--- config.mk ---
export PLATFORM = sky130hd
export DESIGN_NAME = noc_pe_interface
export DESIGN_NICKNAME = d
export VERILOG_FILES = /design/src/rtl/noc_pkg.sv /design/src/rtl/sync_fifo.sv /design/src/rtl/noc_pe_interface.sv
export SDC_FILE = /design/constraint.sdc
export NUM_CORES = 1
export LEC_CHECK = 0
export CAP_MARGIN = 40
export CELL_PAD_IN_SITES_DETAIL_PLACEMENT = 1
export CELL_PAD_IN_SITES_GLOBAL_PLACEMENT = 1
export CORE_UTILIZATION = 47
export DETAILED_ROUTE_END_ITERATION = 10
export PLACE_DENSITY = 0.92
export SYNTH_ARGS = -nofsm -noshare
export SYNTH_HDL_FRONTEND = slang
export SYNTH_HIERARCHICAL = 1
export SYNTH_SLANG_ARGS = --single-unit
--- constraint.sdc ---
create_clock -name i_clk -period 4.95 [get_ports i_clk]
set_input_delay 1.485 -clock i_clk [delete_from_list [all_inputs] [get_ports i_clk]]
set_output_delay 1.485 -clock i_clk [all_outputs]
set_load 0.01 [all_outputs]
--- src/rtl/noc_pkg.sv ---
// Shared flit helpers for the hierarchical NoC and its PE-side interfaces.
// Latency: n/a (package only: types, localparams, pure functions).
// Backpressure: n/a.
// Helpers work on a MaxW-bit container so that one set of functions serves
// any DataWidth/AddrWidth pairing; callers zero-extend in and size-cast out.
package noc_pkg;

    localparam int MaxW = 64;

    typedef logic [MaxW-1:0] wide_t;

    // Round-robin pointer for the RX write arbiter.
    typedef enum logic {
        PRIO_NOC  = 1'b0,
        PRIO_LOOP = 1'b1
    } prio_e;

    function automatic int flit_width(input int data_w, input int addr_w);
        return data_w + addr_w;
    endfunction

    // Flit layout is {dest, data}, with dest sitting directly above the payload.
    function automatic wide_t flit_pack(input wide_t dest, input wide_t data, input int data_w);
        return (dest << data_w) | data;
    endfunction

    function automatic wide_t flit_dest(input wide_t flit, input int data_w);
        return flit >> data_w;
    endfunction

    function automatic wide_t flit_data(input wide_t flit, input int data_w);
        return flit & ((wide_t'(1) << data_w) - wide_t'(1));
    endfunction

endpackage

--- src/rtl/sync_fifo.sv ---
// Single-clock FIFO with registered storage and full/empty flags.
// Latency: push at edge N is visible at o_rdata after edge N; no fall-through.
// Backpressure: push ignored when full, pop ignored when empty; no pop-bypass.
// Ports: i_clk/i_reset, i_push/i_wdata write side, i_pop/o_rdata read side,
// o_full/o_empty status. Depth must be a power of two >= 2.
module sync_fifo #(
    parameter int Width = 8,
    parameter int Depth = 4
) (
    input  logic             i_clk,
    input  logic             i_reset,
    input  logic             i_push,
    input  logic [Width-1:0] i_wdata,
    input  logic             i_pop,
    output logic [Width-1:0] o_rdata,
    output logic             o_full,
    output logic             o_empty
);

    localparam int PtrW = $clog2(Depth);

    // Pointers carry one extra wrap bit to tell full from empty.
    logic [PtrW:0]      wr_ptr_q, wr_ptr_d;
    logic [PtrW:0]      rd_ptr_q, rd_ptr_d;
    logic [Width-1:0]   mem_q [Depth];
    logic               push_ok;
    logic               pop_ok;

    assign o_empty = (wr_ptr_q == rd_ptr_q);
    assign o_full  = (wr_ptr_q[PtrW] != rd_ptr_q[PtrW]) &&
                     (wr_ptr_q[PtrW-1:0] == rd_ptr_q[PtrW-1:0]);
    assign push_ok = i_push && !o_full;
    assign pop_ok  = i_pop && !o_empty;
    assign o_rdata = mem_q[rd_ptr_q[PtrW-1:0]];

    always_comb begin
        wr_ptr_d = wr_ptr_q;
        rd_ptr_d = rd_ptr_q;
        if (push_ok) wr_ptr_d = wr_ptr_q + {{PtrW{1'b0}}, 1'b1};
        if (pop_ok)  rd_ptr_d = rd_ptr_q + {{PtrW{1'b0}}, 1'b1};
    end

    always_ff @(posedge i_clk or posedge i_reset) begin
        if (i_reset) begin
            wr_ptr_q <= '0;
            rd_ptr_q <= '0;
        end else begin
            wr_ptr_q <= wr_ptr_d;
            rd_ptr_q <= rd_ptr_d;
        end
    end

    // Storage needs no reset: it is only observed through a non-empty FIFO.
    always_ff @(posedge i_clk) begin
        if (push_ok) mem_q[wr_ptr_q[PtrW-1:0]] <= i_wdata;
    end

endmodule

--- src/rtl/noc_pe_interface.sv ---
// PE-side NoC interface: packs/injects TX flits, ejects RX flits, loops self-addressed traffic back.
// Latency: TX accept -> o_noc_valid next cycle; loopback -> o_pe_valid 2 cycles; NoC eject -> 1 cycle.
// Backpressure: o_pe_ready = !tx_full; o_noc_ready = !rx_full unless loopback holds the RX grant.
// Ports: i_pe_* / o_pe_ready PE TX side; o_noc_* / i_noc_ready injection; i_noc_* / o_noc_ready
// ejection; o_pe_* / i_pe_ready PE RX side; o_tx_count, o_rx_count, o_misroute status.
module noc_pe_interface
    import noc_pkg::*;
#(
    parameter int DataWidth = 32,
    parameter int AddrWidth = 4,
    parameter int MyAddr    = 0,
    parameter int FifoDepth = 4
) (
    input  logic                                          i_clk,
    input  logic                                          i_reset,
    input  logic [DataWidth-1:0]                          i_pe_data,
    input  logic [AddrWidth-1:0]                          i_pe_dest,
    input  logic                                          i_pe_valid,
    output logic                                          o_pe_ready,
    output logic [flit_width(DataWidth, AddrWidth)-1:0]   o_noc_data,
    output logic                                          o_noc_valid,
    input  logic                                          i_noc_ready,
    input  logic [flit_width(DataWidth, AddrWidth)-1:0]   i_noc_data,
    input  logic                                          i_noc_valid,
    output logic                                          o_noc_ready,
    output logic [DataWidth-1:0]                          o_pe_data,
    output logic                                          o_pe_local,
    output logic                                          o_pe_valid,
    input  logic                                          i_pe_ready,
    output logic [15:0]                                   o_tx_count,
    output logic [15:0]                                   o_rx_count,
    output logic                                          o_misroute
);

    localparam int    FW      = flit_width(DataWidth, AddrWidth);
    localparam wide_t MyAddrW = wide_t'(MyAddr);

    logic [FW-1:0]        tx_wdata, tx_head;
    logic                 tx_full, tx_empty, tx_pop;
    logic [DataWidth:0]   rx_wdata, rx_head;
    logic                 rx_full, rx_empty, rx_push;
    logic                 loop_req, loop_grant, noc_fire, noc_accept, noc_dest_me;
    prio_e                prio_q, prio_d;
    logic [15:0]          tx_count_q, tx_count_d, rx_count_q, rx_count_d;
    logic                 misroute_q, misroute_d;

    assign tx_wdata = FW'(flit_pack(wide_t'(i_pe_dest), wide_t'(i_pe_data), DataWidth));

    sync_fifo #(.Width(FW), .Depth(FifoDepth)) u_tx_fifo (
        .i_clk   (i_clk),
        .i_reset (i_reset),
        .i_push  (i_pe_valid),
        .i_wdata (tx_wdata),
        .i_pop   (tx_pop),
        .o_rdata (tx_head),
        .o_full  (tx_full),
        .o_empty (tx_empty)
    );

    sync_fifo #(.Width(DataWidth + 1), .Depth(FifoDepth)) u_rx_fifo (
        .i_clk   (i_clk),
        .i_reset (i_reset),
        .i_push  (rx_push),
        .i_wdata (rx_wdata),
        .i_pop   (i_pe_ready),
        .o_rdata (rx_head),
        .o_full  (rx_full),
        .o_empty (rx_empty)
    );

    // A self-addressed head never reaches the NoC; it waits for an RX grant
    // instead, blocking whatever queues behind it.
    assign loop_req    = !tx_empty && (flit_dest(wide_t'(tx_head), DataWidth) == MyAddrW);
    assign noc_dest_me = (flit_dest(wide_t'(i_noc_data), DataWidth) == MyAddrW);

    assign o_pe_ready  = !tx_full;
    assign o_noc_valid = !tx_empty && !loop_req;
    assign o_noc_data  = o_noc_valid ? tx_head : '0;
    assign noc_fire    = o_noc_valid && i_noc_ready;

    // NoC ready does not look at i_noc_valid: it only withdraws when loopback
    // holds the round-robin turn and is actually requesting.
    assign o_noc_ready = !rx_full && !(loop_req && prio_q == PRIO_LOOP);
    assign noc_accept  = i_noc_valid && o_noc_ready;
    assign loop_grant  = loop_req && !rx_full && !(i_noc_valid && prio_q == PRIO_NOC);
    assign tx_pop      = noc_fire || loop_grant;

    // Misrouted flits consume the grant but are dropped here.
    assign rx_push  = loop_grant || (noc_accept && noc_dest_me);
    assign rx_wdata = loop_grant
                    ? {1'b1, DataWidth'(flit_data(wide_t'(tx_head), DataWidth))}
                    : {1'b0, DataWidth'(flit_data(wide_t'(i_noc_data), DataWidth))};

    assign o_pe_valid = !rx_empty;
    assign o_pe_data  = rx_empty ? '0 : rx_head[DataWidth-1:0];
    assign o_pe_local = !rx_empty && rx_head[DataWidth];

    always_comb begin
        prio_d     = prio_q;
        tx_count_d = tx_count_q;
        rx_count_d = rx_count_q;
        misroute_d = misroute_q;
        // Pointer only moves on a contested, granted cycle.
        if (loop_req && i_noc_valid && !rx_full)
            prio_d = (prio_q == PRIO_NOC) ? PRIO_LOOP : PRIO_NOC;
        if (noc_fire) tx_count_d = tx_count_q + 16'd1;
        if (rx_push)  rx_count_d = rx_count_q + 16'd1;
        if (noc_accept && !noc_dest_me) misroute_d = 1'b1;
    end

    always_ff @(posedge i_clk or posedge i_reset) begin
        if (i_reset) begin
            prio_q     <= PRIO_NOC;
            tx_count_q <= '0;
            rx_count_q <= '0;
            misroute_q <= 1'b0;
        end else begin
            prio_q     <= prio_d;
            tx_count_q <= tx_count_d;
            rx_count_q <= rx_count_d;
            misroute_q <= misroute_d;
        end
    end

    assign o_tx_count = tx_count_q;
    assign o_rx_count = rx_count_q;
    assign o_misroute = misroute_q;

endmodule

# After elaboration in Yosys (flattened, before gate mapping)

Memories as Yosys holds them, arrays and structs flattened.
Index checks and enable logic that the tools add are counted.

Add/sub/neg operators: 6
Eq/ne operators: 6
Muxes and demuxes: 8
Bitwise operators: 2
Reduce and logical (&&, ||, !) cells: 32

Operators with widths:

| operator                                                        | number |
|---|---|
| 64-bit zero test                                                | 2 |
| 36-bit two-way mux                                              | 1 |
| 36-bit by 32-bit bitwise OR with 36-bit output                  | 1 |
| 33-bit two-way mux                                              | 1 |
| 16-bit by 1-bit adder with 16-bit output, second input constant | 2 |
| 32-bit two-way mux                                              | 1 |
| 1-bit logical AND                                               | 20 |
| 3-bit by 1-bit adder with 3-bit output, second input constant   | 4 |
| 1-bit zero test                                                 | 8 |
| 3-bit == test                                                   | 2 |
| 1-bit two-way mux                                               | 5 |
| 2-bit == test                                                   | 2 |
| 1-bit logical OR                                                | 2 |
| 1-bit != test                                                   | 2 |
| 1-bit NOT                                                       | 1 |

Flip-flop bits (word level): 46
Bits in writable memories: 276
Bits of input ports: 78
Output and inout port bits: 106
Word-level logic and storage cells: 64
Memories kept: 2

Memory list:

| name            | depth | bits a word | rd ports | clocked after memory_dff | wr ports | line            | source |
|---|---|---|---|---|---|---|---|
| u_tx_fifo.mem_q | 4     | 36          | 1        | 0                        | 1        | sync_fifo.sv:25 | `logic [Width-1:0] mem_q [Depth];` |
| u_rx_fifo.mem_q | 4     | 33          | 1        | 0                        | 1        | sync_fifo.sv:25 |  |

# Logic depth before layout (Yosys ltp)

Gate-level depths: netlist of run 1.

Depth after elaboration: 12
Mapped depth: 12
Depth with buffers taken out: 10

# Hierarchy

Netlist of run 1, hierarchy kept.

By module, submodules not included:

| module                 | times used | cells an instance | area an instance (um2) | seq. area each (um2) |
|---|---|---|---|---|
| sync_fifo at u_tx_fifo | 1          | 238               | 5698.0                 | 4474.3 |
| sync_fifo at u_rx_fifo | 1          | 222               | 5287.6                 | 4113.9 |
| noc_pe_interface       | 1          | 256               | 2478.6                 | 850.8 |

# Worst setup path before layout of run 1

No wires, ideal clock.

Kind: register to register
Start point: register u_tx_fifo.rd_ptr_q[0]
End point: memory u_rx_fifo/mem_q[3][0] (netlist bit), enable pin
Setup time: 407 ps
Arrival time: 3792 ps
Required time: 4543 ps
Slack: 751 ps
Stages on the path, launching flop included: 10
Path buffers: 2
Clock period less this slack: 4199 ps
Path through: dfrtp_1 -> buf_2 -> mux4_2 -> or4_4 -> a2111oi_4 -> buf_6 -> nor2_2 -> inv_1 -> nand2_1 -> a31oi_2

Cells in the longest elaborated chain, start to end: 12
Elaborated cells between the ends (all ways): 16
Classes of those cells: eq/ne (1); mux (2); reduce/logical (12); memory (1)

Ends and longest elaborated chain:

| element                                   | line                   | source |
|---|---|---|
| start: declaration                        | sync_fifo.sv:24        | `logic [PtrW:0] rd_ptr_q, rd_ptr_d;` |
| start signal: assignment                  | sync_fifo.sv:49        | `rd_ptr_q <= rd_ptr_d;` |
| memory read 4 x 36 bit *                  | n/a                    |  |
| named net tx_head[32]                     | noc_pe_interface.sv:38 | `logic [FW-1:0] tx_wdata, tx_head;` |
| 64-bit zero test *                        | noc_pe_interface.sv:73 | `assign loop_req = !tx_empty && (flit_dest(wide_t'(tx_head), DataWidth) == MyAddrW);` |
| 1-bit logical AND *                       | noc_pe_interface.sv:73 |  |
| 1-bit logical AND                         | noc_pe_interface.sv:83 | `assign o_noc_ready = !rx_full && !(loop_req && prio_q == PRIO_LOOP);` |
| 1-bit zero test                           | noc_pe_interface.sv:83 |  |
| 1-bit logical AND                         | noc_pe_interface.sv:83 |  |
| 1-bit logical AND                         | noc_pe_interface.sv:84 | `assign noc_accept = i_noc_valid && o_noc_ready;` |
| 1-bit logical AND                         | noc_pe_interface.sv:89 | `assign rx_push = loop_grant \|\| (noc_accept && noc_dest_me);` |
| 1-bit logical OR *                        | noc_pe_interface.sv:89 |  |
| named net rx_push                         | noc_pe_interface.sv:41 | `logic rx_full, rx_empty, rx_push;` |
| 1-bit logical AND *                       | sync_fifo.sv:32        | `assign push_ok = i_push && !o_full;` |
| 1-bit two-way mux *                       | sync_fifo.sv:55        | `if (push_ok) mem_q[wr_ptr_q[PtrW-1:0]] <= i_wdata;` |
| 1-bit two-way mux (implied by the code) * | sync_fifo.sv:55        |  |
| end: declaration                          | sync_fifo.sv:25        |  |

Mark *: on every way through the listed nets, which the timed path passes. The rest lies on a longest branch.

# Worst setup path after layout of run 1

Start point: register u_tx_fifo.rd_ptr_q[0]
End point: output o_noc_data[16]

Cells in the longest elaborated chain, start to end: 6
Elaborated cells between the ends (all ways): 8
Classes of those cells: eq/ne (1); mux (1); reduce/logical (5); memory (1)

Ends and longest elaborated chain:

| element                | line                   | source |
|---|---|---|
| memory read 4 x 36 bit | n/a                    |  |
| named net tx_head[32]  | noc_pe_interface.sv:38 |  |
| 64-bit zero test       | noc_pe_interface.sv:73 |  |
| 1-bit logical AND      | noc_pe_interface.sv:73 |  |
| 1-bit zero test        | noc_pe_interface.sv:77 | `assign o_noc_valid = !tx_empty && !loop_req;` |
| 1-bit logical AND      | noc_pe_interface.sv:77 |  |
| 36-bit two-way mux     | noc_pe_interface.sv:78 | `assign o_noc_data = o_noc_valid ? tx_head : '0;` |
| end: declaration       | noc_pe_interface.sv:20 | `output logic [flit_width(DataWidth, AddrWidth)-1:0] o_noc_data,` |

The timed path passes the listed nets, and every way through them passes these cells.

==> flow_results.xml, run 1 <==
<?xml version="1.0" encoding="UTF-8"?>
<metrics>
  <group name="global_route">
    <metric name="first_global_vias" unit="">8130</metric>
    <metric name="antenna_found_initial" unit="">0</metric>
    <metric name="wire_length_of_the_first_global_routing_pass" unit="mm">50.8</metric>
    <metric name="grt_start_max_net_pins" unit="">52</metric>
    <metric name="global_route.usage.total" unit="">0.239</metric>
    <metric name="globalRouteOverflowTotal" unit="">0</metric>
  </group>
  <group name="setup_path">
    <metric name="worstSetupStartpointType" unit="">flip-flop</metric>
    <metric name="worst_path_largest_cell_delay" unit="ns">0.58</metric>
    <metric name="crit_family" unit="">buffers and inverters</metric>
    <metric name="worst-endpoint-required" unit="ns">3.46</metric>
    <metric name="crit_arrival" unit="ns">3.22</metric>
    <metric name="path_max_fanout" unit="">33</metric>
    <metric name="crit_top_cell" unit="">buf_4</metric>
    <metric name="worstSetupPathType" unit="">reg2out</metric>
    <metric name="slowest_stage" unit="">mux4_2</metric>
    <metric name="critical_path.n_buffers_inverters" unit="">3</metric>
    <metric name="critical_path.cell_chain" unit="">mux4_2 &gt; nor4_1 &gt; buf_4 &gt; nor2_2 &gt; buf_4 &gt; and2_1 &gt; clkdlybuf4s50_1</metric>
    <metric name="critPathCaptureType" unit="">output port</metric>
  </group>
  <group name="place">
    <metric name="post-dp-hpwl" unit="mm">22.3</metric>
    <metric name="routabilityCongestion" unit="">0.817</metric>
    <metric name="port_buffers" unit="">183</metric>
    <metric name="dpl-instance-area" unit="µm²">15800</metric>
  </group>
  <group name="layout">
    <metric name="area_growth_syn_to_layout" unit="%">25.4</metric>
    <metric name="fraction_of_final_layout_cells_with_drive_strength_greater_than_1" unit="">0.213</metric>
    <metric name="antenna-diode-count" unit="">0</metric>
    <metric name="layout.nets" unit="">1018</metric>
    <metric name="final_cell_area" unit="µm²">16900</metric>
  </group>
  <group name="clock_tree">
    <metric name="cts_sinks" unit="">322</metric>
    <metric name="clk_path_buf_depth" unit="">3</metric>
    <metric name="tritoncts_clock_tree" unit="">yes</metric>
    <metric name="cts_max_level" unit="">2</metric>
    <metric name="number_of_setup_buffers_added_after_cts" unit="">0</metric>
    <metric name="root_buffer" unit="">clkbuf_16</metric>
    <metric name="cts_repair_resize_count" unit="">0</metric>
    <metric name="cts-buffers-inserted" unit="">34</metric>
    <metric name="worstSkewPairLatency" unit="ns">0.51</metric>
    <metric name="cts.reportedPaths.clkPinSlew" unit="ns">0.06</metric>
    <metric name="holdBufCountCts" unit="">0</metric>
  </group>
  <group name="logic_synthesis">
    <metric name="seq_area_frac_synth" unit="">0.701</metric>
    <metric name="synth_warnings" unit="">6</metric>
    <metric name="biggest_area_contributors_in_the_synthesized_netlist" unit="">edfxtp_1, mux4_2, dfrtp_1</metric>
    <metric name="synth-edff-count" unit="">276</metric>
    <metric name="synth.top_cells.by_count" unit="">edfxtp_1, mux4_2, dfrtp_1</metric>
    <metric name="post-synth-top-area-fraction" unit="">0.616</metric>
    <metric name="synthCells" unit="">716</metric>
    <metric name="synth-main-ff-cell" unit="">edfxtp_1</metric>
    <metric name="yosysMostFrequentCell" unit="">edfxtp_1</metric>
    <metric name="synthesis.area_per_instance" unit="µm²">18.8</metric>
    <metric name="synth.cell_area" unit="µm²">13500</metric>
    <metric name="ys_types" unit="">47</metric>
    <metric name="number_of_synthesized_register_bits" unit="">322</metric>
    <metric name="share_of_synthesized_registers_carrying_an_async_set_or_reset" unit="">0.143</metric>
    <metric name="postSynthNetCount" unit="">806</metric>
    <metric name="synth.largest_area_cell" unit="">edfxtp_1</metric>
  </group>
  <group name="detailed_routing">
    <metric name="first_pass_iters" unit="">5</metric>
    <metric name="routed-via-count" unit="">7447</metric>
    <metric name="drtAntennaViolNets" unit="">0</metric>
    <metric name="drc_errors" unit="">0</metric>
    <metric name="totalWireLength" unit="mm">34.1</metric>
    <metric name="drt_first_iter_violations" unit="">469</metric>
    <metric name="routed_via_density" unit="">5.60</metric>
    <metric name="m1WireLength" unit="mm">13.9</metric>
    <metric name="met2_length" unit="mm">17.3</metric>
    <metric name="wl_met3" unit="mm">1.62</metric>
    <metric name="drt-wirelength-per-cell" unit="µm">25.6</metric>
    <metric name="top_signal_layer_used" unit="">met4</metric>
  </group>
  <group name="timing">
    <metric name="setup_violations" unit="">0</metric>
    <metric name="period_share" unit="">0.950</metric>
    <metric name="rsz_0062_raised_after_global_routing" unit="">false</metric>
    <metric name="hold_fails_final_rpt" unit="">0</metric>
    <metric name="slew_headroom" unit="">0.521</metric>
    <metric name="final.setup_skew" unit="ns">0.0118</metric>
    <metric name="timing.setup.tns" unit="ns">0</metric>
    <metric name="final.min_clock_period" unit="ns">4.70</metric>
    <metric name="worst-slew-pin-transition" unit="ns">0.719</metric>
    <metric name="drv_slew" unit="">0</metric>
    <metric name="fmaxAchievable" unit="GHz">0.213</metric>
  </group>
  <group name="outcome">
    <metric name="outcome" unit="">finished clean</metric>
  </group>
  <group name="floorplanning">
    <metric name="floorplan.initialDensity" unit="">0.481</metric>
    <metric name="die_area" unit="µm²">29300</metric>
    <metric name="rows" unit="">61</metric>
    <metric name="num_io_pins" unit="">184</metric>
    <metric name="chipHeight" unit="µm">171</metric>
    <metric name="floorplan.core_area" unit="µm²">28000</metric>
    <metric name="die_w" unit="µm">171</metric>
  </group>
  <group name="flow_run">
    <metric name="maxCapViolCount" unit="">0</metric>
  </group>
  <group name="power">
    <metric name="powerDensity" unit="nW/µm²">627</metric>
    <metric name="static_leakage_power" unit="µW">0.00567</metric>
    <metric name="power.ir.vdd_worst" unit="mV">0.292</metric>
  </group>
  <group name="min_path">
    <metric name="hold_path_class" unit="">reg2reg</metric>
  </group>
</metrics>
## power breakdown
part	switching (µW)	internal [µW]
Combinational	2260	2200
Clock	1000	1400
Sequential	283	3430
Total	3540	7040
## cell families (layout without fill, tap and decap cells)
logic type               after synthesis  after routing  share of synthesized area
adder cells (fa/ha/maj)               12             12                     0.0112
XOR/XNOR                              49             49                     0.0352
buffers and inverters                 47            283                     0.0197
AND/OR/NAND/NOR                      140            140                     0.0616
multiplexers                         103            103                      0.144
AO/OA/AOI/OAI                         43             43                     0.0274
flip-flops                           322            322                      0.701
## cell type report
| cell class | count | area (µm²) |
|---|---|---|
| fillers | 2499 | 11100 |
| flip-flops and latches | 322 | 9440 |
| multi-input cells | 347 | 3780 |
| repair buffers | 207 | 2090 |
| clock buffers | 45 | 913 |
| well taps | 378 | 473 |
| clock inverters | 15 | 125 |
| inverters | 16 | 60.1 |
## flip-flops by register name, summed over array words and instances, names as in the netlist
register	flops
u_rx_fifo/wr_ptr_q	3
u_tx_fifo/rd_ptr_q	3
o_tx_count	16
u_rx_fifo/mem_q	132
o_misroute	1
prio_q	1
o_rx_count	16
u_tx_fifo/mem_q	144
u_tx_fifo/wr_ptr_q	3
u_rx_fifo/rd_ptr_q	3
## layout by cell type, fill, tap and decap left out, types with 16 or more instances in the layout
cell / instances
clkbuf_16: 35
dfrtp_1: 42
edfxtp_1: 276
mux4_2: 69
xnor2_1: 37
clkdlybuf4s50_1: 183
mux2_2: 33
nand2_1: 16
and2_1: 34
buf_4: 18
inv_1: 16
nor2b_1: 39
## layer usage
layer | GRT usage | up-vias
met5 | 0 | -
met4 | 0.0982 | 0
met3 | 0.0387 | 78
met2 | 0.402 | 261
met1 | 0.312 | 3878
li1 | - | 3230
## path summary, 6_finish.rpt
check,start,endpoint,slack [ns],cells past startpoint
max,u_tx_fifo/rd_ptr_q[0],o_noc_data[16],0.25,7
min,o_tx_count[15],o_tx_count[15],0.48,1
max reg2reg,u_tx_fifo/rd_ptr_q[0],u_rx_fifo/mem_q[3][23],1.44,8
min reg2reg,o_tx_count[15],o_tx_count[15],0.48,1
max in group asynchronous,i_reset,o_tx_count[14],3.07,3
min in group asynchronous,i_reset,u_tx_fifo/rd_ptr_q[2],1.34,2
## stage by stage
stage          total power (µW)  hold WS, ns  cells  utilization  setup WS, ns
2_1_floorplan              6050        0.485    716            -         0.751
3_3_place_gp               7950        0.451   1266        0.563         0.831
3_5_place_dp               8190        0.475   1270        0.566         0.747
4_1_cts                   10700        0.485   1330        0.603         0.185
5_1_grt                   11000        0.506   1330        0.603         0.133
6_report                  10600        0.478   1330        0.603         0.248
No activity file was read; power rests on OpenSTA's default activity.
==> inputs of run 2 (changes only) <==
--- a/config.mk
+++ b/config.mk
@@ -11,6 +11,7 @@
 export CORE_UTILIZATION = 47
 export DETAILED_ROUTE_END_ITERATION = 10
 export PLACE_DENSITY = 0.92
+export SLEW_MARGIN = 25
 export SYNTH_ARGS = -nofsm -noshare
 export SYNTH_HDL_FRONTEND = slang
 export SYNTH_HIERARCHICAL = 1
==> constraint.sdc (replaced) <==
create_clock -name i_clk -period 4.5 [get_ports i_clk]
set_input_delay 1.35 -clock i_clk [delete_from_list [all_inputs] [get_ports i_clk]]
set_output_delay 1.35 -clock i_clk [all_outputs]
set_load 0.01 [all_outputs]
==> run 2 against run 1 <==
Net effect:
- via count down 1.0%
- flip-flop and latch count unchanged
- register-to-register slack lost 0.50 ns
- wire length decreased by 4.2%
- critical endpoint is now o_noc_ready
- global-route usage decreased by 1.1 points
- clock skew is 0.011 ns higher
- sequential share of layout area fell by 0.37 points
- clock power is 9.1% higher
- combinational power grew 11%
- hold slack lost 0.0048 ns
- cell count up 0.83%
==> flow_results.xml, run 2 (synthesis results as in run 1) <==
<?xml version="1.0" encoding="UTF-8"?>
<metrics>
  <group name="flow_run">
    <metric name="maxCapViolCount" unit="">0</metric>
  </group>
  <group name="detailed_routing">
    <metric name="drt-wirelength-per-cell" unit="µm">24.3</metric>
    <metric name="totalWireLength" unit="mm">32.6</metric>
    <metric name="drt_first_iter_violations" unit="">423</metric>
    <metric name="drc_errors" unit="">0</metric>
    <metric name="first_pass_iters" unit="">4</metric>
    <metric name="drtAntennaViolNets" unit="">0</metric>
    <metric name="routed_via_density" unit="">5.50</metric>
    <metric name="routed-via-count" unit="">7371</metric>
  </group>
  <group name="power">
    <metric name="powerDensity" unit="nW/µm²">685</metric>
    <metric name="power.ir.vdd_worst" unit="mV">0.312</metric>
    <metric name="static_leakage_power" unit="µW">0.00573</metric>
    <metric name="finalPower" unit="µW">11600</metric>
  </group>
  <group name="clock_tree">
    <metric name="cts.reportedPaths.clkPinSlew" unit="ns">0.06</metric>
    <metric name="cts_sinks" unit="">322</metric>
    <metric name="cts-buffers-inserted" unit="">36</metric>
    <metric name="cts_max_level" unit="">2</metric>
    <metric name="worstSkewPairLatency" unit="ns">0.51</metric>
    <metric name="clk_path_buf_depth" unit="">3</metric>
    <metric name="holdBufCountCts" unit="">0</metric>
    <metric name="tritoncts_clock_tree" unit="">yes</metric>
    <metric name="root_buffer" unit="">clkbuf_16</metric>
  </group>
  <group name="setup_path">
    <metric name="regToRegSetupSlack" unit="ns">0.94</metric>
    <metric name="worstSetupPathType" unit="">reg2out</metric>
    <metric name="slowest_stage" unit="">or4_4</metric>
    <metric name="worstSetupEndpoint" unit="">o_noc_ready</metric>
    <metric name="worstRegToRegCells" unit="">6</metric>
    <metric name="critPathCaptureType" unit="">output port</metric>
    <metric name="path_max_fanout" unit="">4</metric>
    <metric name="r2r_startpoint" unit="">u_tx_fifo/rd_ptr_q[0]</metric>
    <metric name="worst-endpoint-required" unit="ns">3.15</metric>
    <metric name="worstReg2RegEnd" unit="">u_rx_fifo/mem_q[3][14]</metric>
    <metric name="critical_path.cell_chain" unit="">buf_4 &gt; mux4_2 &gt; or4_4 &gt; nor2_1 &gt; a21oi_1 &gt; clkdlybuf4s50_1</metric>
    <metric name="worst_path_largest_cell_delay" unit="ns">0.61</metric>
    <metric name="crit_arrival" unit="ns">3.09</metric>
    <metric name="cp-startpoint" unit="">u_tx_fifo/rd_ptr_q[0]</metric>
    <metric name="worstSetupStartpointType" unit="">flip-flop</metric>
  </group>
  <group name="timing">
    <metric name="setup_violations" unit="">0</metric>
    <metric name="final.setup.worst_slack" unit="ns">0.0604</metric>
    <metric name="slew_headroom" unit="">0.527</metric>
    <metric name="hold_fails_final_rpt" unit="">0</metric>
    <metric name="period_share" unit="">0.987</metric>
    <metric name="fmaxAchievable" unit="GHz">0.225</metric>
    <metric name="worst-slew-pin-transition" unit="ns">0.705</metric>
    <metric name="final.min_clock_period" unit="ns">4.44</metric>
    <metric name="final.setup_skew" unit="ns">0.0224</metric>
    <metric name="drv_slew" unit="">0</metric>
  </group>
  <group name="layout">
    <metric name="final_cell_area" unit="µm²">17000</metric>
    <metric name="fraction_of_final_layout_cells_with_drive_strength_greater_than_1" unit="">0.223</metric>
    <metric name="max_reg_flops" unit="">144</metric>
    <metric name="most_common_cell_after_layout_fill_and_taps_aside" unit="">edfxtp_1</metric>
    <metric name="mostFrequentLayoutCells" unit="">edfxtp_1, clkdlybuf4s50_1, mux4_2</metric>
    <metric name="layout.nets" unit="">1028</metric>
    <metric name="filler_cell_count" unit="">2487</metric>
    <metric name="fin_util" unit="">0.607</metric>
    <metric name="area_growth_syn_to_layout" unit="%">26.2</metric>
  </group>
  <group name="place">
    <metric name="post-dp-hpwl" unit="mm">21.9</metric>
    <metric name="dpl_worst_slack" unit="ns">0.342</metric>
    <metric name="dpl-instance-area" unit="µm²">15900</metric>
    <metric name="port_buffers" unit="">183</metric>
    <metric name="routabilityCongestion" unit="">0.808</metric>
  </group>
  <group name="floorplanning">
    <metric name="floorplan.core_area" unit="µm²">28000</metric>
    <metric name="num_io_pins" unit="">184</metric>
    <metric name="die_area" unit="µm²">29300</metric>
    <metric name="die_w" unit="µm">171</metric>
    <metric name="floorplan.initialDensity" unit="">0.481</metric>
    <metric name="rows" unit="">61</metric>
    <metric name="chipHeight" unit="µm">171</metric>
  </group>
  <group name="global_route">
    <metric name="grt_start_max_net_pins" unit="">52</metric>
    <metric name="global_route.usage.total" unit="">0.228</metric>
    <metric name="wire_length_of_the_first_global_routing_pass" unit="mm">48.8</metric>
    <metric name="globalRouteOverflowTotal" unit="">0</metric>
    <metric name="antenna_found_initial" unit="">3</metric>
    <metric name="first_global_vias" unit="">7938</metric>
  </group>
  <group name="min_path">
    <metric name="min_delay_path_depth" unit="">1</metric>
    <metric name="hold_path_class" unit="">reg2reg</metric>
    <metric name="hold_path_startpoint" unit="">o_rx_count[15]</metric>
  </group>
  <group name="outcome">
    <metric name="outcome" unit="">finished clean</metric>
  </group>
</metrics>
==> run 2: layout make-up <==
cell class                      count  area (µm²)  area share
Antenna cell                        1        2.50    0.000147
Clock buffer                       51        1010      0.0593
Clock inverter                     11        48.8     0.00287
Inverter                           16        60.1     0.00353
Multi-Input combinational cell    348        3820       0.225
Sequential cell                   322        9440       0.556
Tap cell                          378         473      0.0278
Timing Repair Buffer              214        2140       0.126
==> run 2: per-layer routing <==
metal / share of wire / up-vias / GRT usage
met5: 0.00089 / - / 0
met4: 0.033 / 4 / 0.0877
met3: 0.051 / 66 / 0.0483
met2: 0.50 / 210 / 0.379
met1: 0.42 / 3836 / 0.296
li1: - / 3255 / -
==> run 2: how the worst min path moves through the flow <==
stage | end | slack, ns
2_1_floorplan | prio_q | 0.49
3_3_place_gp | o_misroute | 0.45
3_5_place_dp | o_rx_count[15] | 0.47
4_1_cts | o_rx_count[15] | 0.48
5_1_grt | o_rx_count[15] | 0.50
6_report | o_rx_count[15] | 0.47
==> run 2: critical path: cells and delay by family, from the launching register on <==
| kind | cells | cell delay [ns] |
|---|---|---|
| multiplexers | 1 | 0.56 |
| buffers and inverters | 2 | 0.66 |
| AO/OA/AOI/OAI | 1 | 0.12 |
| AND/OR/NAND/NOR | 2 | 0.84 |
| flip-flops | 1 | 0.41 |
==> run 2: what timing repair did <==
item                                   in CTS  in global routing
pin swaps                                   0                  2
endpoints found under the hold margin       0                  0
gates resized for setup                     3                  2
setup endpoints to repair                  23                 17
cloned                                      0                  1
buffers inserted                            0                  5
==> run 2: through the flow <==
stage | setup TNS [ns] | hold slack, ns | std cells
2_1_floorplan | 0 | 0.485 | 716
3_3_place_gp | 0 | 0.453 | 1272
3_5_place_dp | 0 | 0.472 | 1273
4_1_cts | 0 | 0.479 | 1335
5_1_grt | -0.0126 | 0.498 | 1340
6_report | 0 | 0.473 | 1341
==> run 2: where the power goes <==
part / internal (µW) / switching (µW) / total (µW) / leakage (µW)
Clock: 1550 / 1080 / 2630 / 0.000522
Combinational: 2440 / 2520 / 4950 / 0.00211
Sequential: 3780 / 273 / 4050 / 0.00310
Total: 7770 / 3870 / 11600 / 0.00573
==> edit 1, RTL diff (config.mk and constraints of run 2) <==
`DataWidth`: 32 -> 36.
--- a/src/rtl/noc_pe_interface.sv
+++ b/src/rtl/noc_pe_interface.sv
@@ -6,7 +6,7 @@
 module noc_pe_interface
     import noc_pkg::*;
 #(
-    parameter int DataWidth = 32,
+    parameter int DataWidth = 36,
     parameter int AddrWidth = 4,
     parameter int MyAddr    = 0,
     parameter int FifoDepth = 4
Ports: changed (resized i_noc_data, i_pe_data, o_noc_data and o_pe_data); port bits go from 184 to 200. The function was not compared with the original's and may differ.
==> edit 1 against run 2 <==
Total power is 8.9% higher; synthesized area grew 9.3%; sequential cell count up 32; core utilization is 0.52 points lower; critical path depth decreased by 1; clock skew down 6.7 ps; design area increased by 8.6%; worst setup slack better by 59 ps; routed wire length up 13%; critical path type unchanged; largest cell class unchanged.
==> edit 1: results (changes against run 2) <==
| Metric | Value |
|---|---|
| Post-synth ARST share | 13.0% (was 14.3%) |
| Largest net degree at the start of global routing | 56 (was 52) |
| Bufs w/o clock | 231 (was 214) |
| Filler Cell Count | 2715 (was 2487) |
| Synthesized area per cell | 19.1 um2 (was 18.8 um2) |
| Comb power frac | 42.2% (was 42.6%) |
| Largest cells by area after synthesis | edfxtp_1 63%, mux4_2 11%, dfrtp_1 7.8%, mux2_2 2.9%, xnor2_1 2.2% (was edfxtp_1 62%, mux4_2 12%, dfrtp_1 8.5%, mux2_2 2.8%, xnor2_1 2.4%) |
| Cell variety after synth | 44 (was 47) |
| CP Max Fanout | 8 (was 4) |
| GPL Wtd Cong | 0.816 (was 0.808) |
| Vias | 8042 (was 7371) |
| Post-Place Setup Slack | 282 ps (was 342 ps) |
| Vias in the first global route | 8487 (was 7938) |
| Synth top cells by count | 308 x edfxtp_1, 74 x mux4_2, 46 x dfrtp_1 (was 276 x edfxtp_1, 69 x mux4_2, 46 x dfrtp_1) |
| Synth Area in Compound Gates | 2.33% (was 2.74%) |
| Detailed-route wire length | 36900 um (was 32600 um) |
| Met2 WL post-DR | 19000 um (was 16300 um) |
| Grt met1 use | 31.2% (was 29.6%) |
| Flop pwr share | 35.3% (was 34.8%) |
| Tap cells | 396 (was 378) |
| Number of enable flip-flop cells after synthesis | 308 (was 276) |
| Post-synthesis adder-cell area fraction | 1.02% (was 1.12%) |
| First-pass GRT wire length | 53800 um (was 48800 um) |
| Area Growth Syn to Fin | 25.4% (was 26.2%) |
| # diodes | 4 (was 1) |
| Port buffer count | 199 (was 183) |
| Post-synthesis mux area share | 14.8% (was 14.4%) |
| Final #Nets | 1105 (was 1028) |
| Final Non-Filler Cells | 1434 (was 1341) |
| Multi-input logic area | 0.00406 mm2 (was 0.00382 mm2) |
| Max reg flops | 160 (was 144) |
| PostCTS Resize Cnt | 2 (was 3) |
| Clock buffers and inverters, area share | 6.08% (was 6.22%) |
| Slew @ Worst Pin | 631 ps (was 705 ps) |
| Leakage | 6.18 nW (was 5.73 nW) |
| Met1 WL | 14700 um (was 13600 um) |
| Outcome | completed (unchanged) |
| Multi-Input Combinational | 368 (was 348) |
| Seq/Total Area, Yosys | 70.7% (was 70.1%) |
| Met2 Use GR | 38.8% (was 37.9%) |
| NetSw | 4.19 mW (was 3.87 mW) |
| Share of cells above drive strength 1 | 21.3% (was 22.3%) |
| Area share of xor/xnor cells in the synthesized design | 3.22% (was 3.52%) |
| GRT met3 Usage | 3.65% (was 4.83%) |
| Register area | 0.0104 mm2 (was 0.00944 mm2) |
| Post-Place Cells | 1361 (was 1273) |
| GR Util All Layers | 23.4% (was 22.8%) |
| Top Layer Used | met4 (was met5) |
| Sequential logic power | 4.47 mW (was 4.05 mW) |
| Worst Path Arrival | 3030 ps (was 3090 ps) |
| Inverters | 16 (unchanged) |
| Final setup skew | 15.7 ps (was 22.4 ps) |
| R2r worst-path depth | 8 (was 6) |
| Layout clock buffer count | 46 (was 51) |
| Met3 WL | 2010 um (was 1650 um) |
edit 1: cell count changes after synthesis, sizes merged, moves of 2 or more:
cell | before | now
nand3 | 8 | 10
mux2 | 34 | 38
edfxtp | 276 | 308
buf | 20 | 22
and2 | 34 | 38
nor2b | 39 | 43
o21ai | 4 | 7
o211ai | 3 | 0
mux4 | 69 | 77
edit 1: worst paths after layout:
kind                            slack [ps]                     to                  start
worst max-delay path                   120            o_noc_ready  u_tx_fifo/rd_ptr_q[0]
worst min-delay path                   480         o_rx_count[15]         o_rx_count[15]
worst max register to register         870  u_rx_fifo/mem_q[3][7]  u_tx_fifo/rd_ptr_q[0]
worst min register to register         480         o_rx_count[15]         o_rx_count[15]
max in group asynchronous             2770         o_tx_count[13]                i_reset
min in group asynchronous             1210  u_tx_fifo/wr_ptr_q[0]                i_reset
==> edit 2, RTL diff (flow settings as in run 2) <==
Made on the original files. Register the output `o_rx_count` once more, cleared by the reset; this adds one clock of latency there. The other outputs are not delayed to match.
--- a/src/rtl/noc_pe_interface.sv
+++ b/src/rtl/noc_pe_interface.sv
@@ -123,7 +123,13 @@
     end
 
     assign o_tx_count = tx_count_q;
-    assign o_rx_count = rx_count_q;
+    always_ff @(posedge i_clk or posedge i_reset) begin
+        if (i_reset) begin
+            o_rx_count <= '0;
+        end else begin
+            o_rx_count <= rx_count_q;
+        end
+    end
     assign o_misroute = misroute_q;
 
 endmodule
Behaviour: not the same (a bounded check fails within 4 cycles, from zero or initial values and one cycle with i_reset high).
==> edit 2 against run 2 <==
Maximum frequency rose by 0.36%; count of clock-buffer cells in the layout fell by 4; critical path depth did not move; sequential cell count rose by 16; routed wire length rose by 7.7%; worst setup slack improved by 16 ps; design area rose by 3.2%; combinational power barely moved; highest routed layer is now met4; largest power group unchanged; synthesized cell count rose by 12%; die area rose by 3.2%; synthesized area rose by 3.3%; total power rose by 4.0%; clock power rose by 11%.
==> edit 2: results (changes against run 2) <==
| Metric | Value |
|---|---|
| Outcome | completed (unchanged) |
| CP Max Fanout | 16 (was 4) |
| Area share of the largest cell type after synthesis | 59.6% (was 61.6%) |
| Share of cells above drive strength 1 | 18.2% (was 22.3%) |
| Max-slew headroom | 51.9% (was 52.7%) |
| Worst vdd ir | 443 uV (was 312 uV) |
| Filler Cell Count | 2575 (was 2487) |
| Synth top cells by count | 276 x edfxtp_1, 114 x nand2_1, 69 x mux4_2 (was 276 x edfxtp_1, 69 x mux4_2, 46 x dfrtp_1) |
| DR iter-0 viols | 511 (was 423) |
| Leakage | 6.22 nW (was 5.73 nW) |
| Total CTS buffers | 37 (was 36) |
| Cell variety after synth | 46 (was 47) |
| Critical Path Slowest Stage Cell | mux4_2 (was or4_4) |
| Post-synth ARST share | 18.3% (was 14.3%) |
| Placed instance area | 0.0163 mm2 (was 0.0159 mm2) |
| GPL Wtd Cong | 0.825 (was 0.808) |
| Final #Nets | 1109 (was 1028) |
| Vias in the first global route | 8716 (was 7938) |
| Post-Place Setup Slack | 423 ps (was 342 ps) |
| Antenna violations before repair | 4 (was 3) |
| Detailed-route wire length | 35100 um (was 32600 um) |
| Dpl hpwl | 23100 um (was 21900 um) |
| Largest net degree at the start of global routing | 41 (was 52) |
| Drt via density | 5.55 (was 5.50) |
| Final core utilization | 60.6% (was 60.7%) |
-- edit 2: cell count changes after synthesis, moves of 3 or more --
cell / change
o2111ai_1: -6
dfrtp_1: +16
and4_1: +3
a2111oi_2: +4
o21ai_0: -3
mux2_2: -31
xnor2_1: -10
a21oi_1: +4
nand3_1: +4
nor2_1: -3
xor2_1: +10
buf_2: +6
nand2_1: +98
-- edit 2: area by class of cell --
type / instances / share of cell area [%]
timing repair buffer: 210 / 12.1
multi-input combinational: 416 / 21.9
antenna: 5 / 0.0713
tap: 384 / 2.74
clock inverter: 18 / 0.956
clock buffer: 47 / 5.74
inverter: 16 / 0.342
sequential: 338 / 56.1
-- edit 2: worst paths after layout --
check / depth (start not counted) / to / slack (ps) / start
worst max-delay path: 6 / o_noc_data[8] / 80 / u_tx_fifo/rd_ptr_q[0]
worst min-delay path: 0 / o_rx_count[15] / 400 / rx_count_q[15]
worst max register to register: 11 / u_tx_fifo/rd_ptr_q[1] / 1230 / u_rx_fifo/rd_ptr_q[1]
worst min register to register: 0 / o_rx_count[15] / 400 / rx_count_q[15]
max in group asynchronous: 3 / o_rx_count[13] / 2610 / i_reset
min in group asynchronous: 2 / u_rx_fifo/wr_ptr_q[1] / 1240 / i_reset
-- edit 2: timing repair --
action / CTS / global route
hold buffers: 0 / 0
pin swaps: 0 / 2
setup endpoints to repair: 16 / 19
cloned: 0 / 1
resized for setup: 1 / 2
buffers inserted: 0 / 4
-- edit 2: stage by stage --
stage,cells,hold WS (ps)
2_1_floorplan,802,354
3_3_place_gp,1357,373
3_5_place_dp,1358,389
4_1_cts,1423,403
5_1_grt,1434,416
6_report,1434,401
-- edit 2: cells by family (layout without fill, tap and decap cells) --
| kind of cell | count (synthesis) | in the layout | synth area share (%) |
|---|---|---|---|
| other | 0 | 5 | 0 |
| adders and majority gates | 12 | 12 | 1.08 |
| buffers and inverters | 49 | 291 | 1.85 |
| DFF | 338 | 338 | 70.8 |
| muxes | 71 | 71 | 11.3 |
| AOI/OAI and AO/OA | 42 | 42 | 2.60 |
| and+or+nand+nor | 241 | 242 | 8.95 |
| xor gates and xnor gates | 49 | 49 | 3.41 |
-- edit 2: per-layer routing --
metal	part of all wire, %	vias up	track usage [%]
met4	3.8	0	9.14
met5	0	-	0
li1	-	3471	-
met1	41	4115	30.3
met2	51	290	39.7
met3	4.8	86	3.98
-- edit 2: power groups by stage --
stage	Sequential, mW	Combinational, mW	Clock, mW
after detailed placement	4.29	4.87	0
after global routing	4.26	5.26	3.09
final	4.22	4.95	2.93
after CTS	4.23	4.92	2.99
after global placement	4.23	4.70	0
after floorplan	4.21	2.64	0
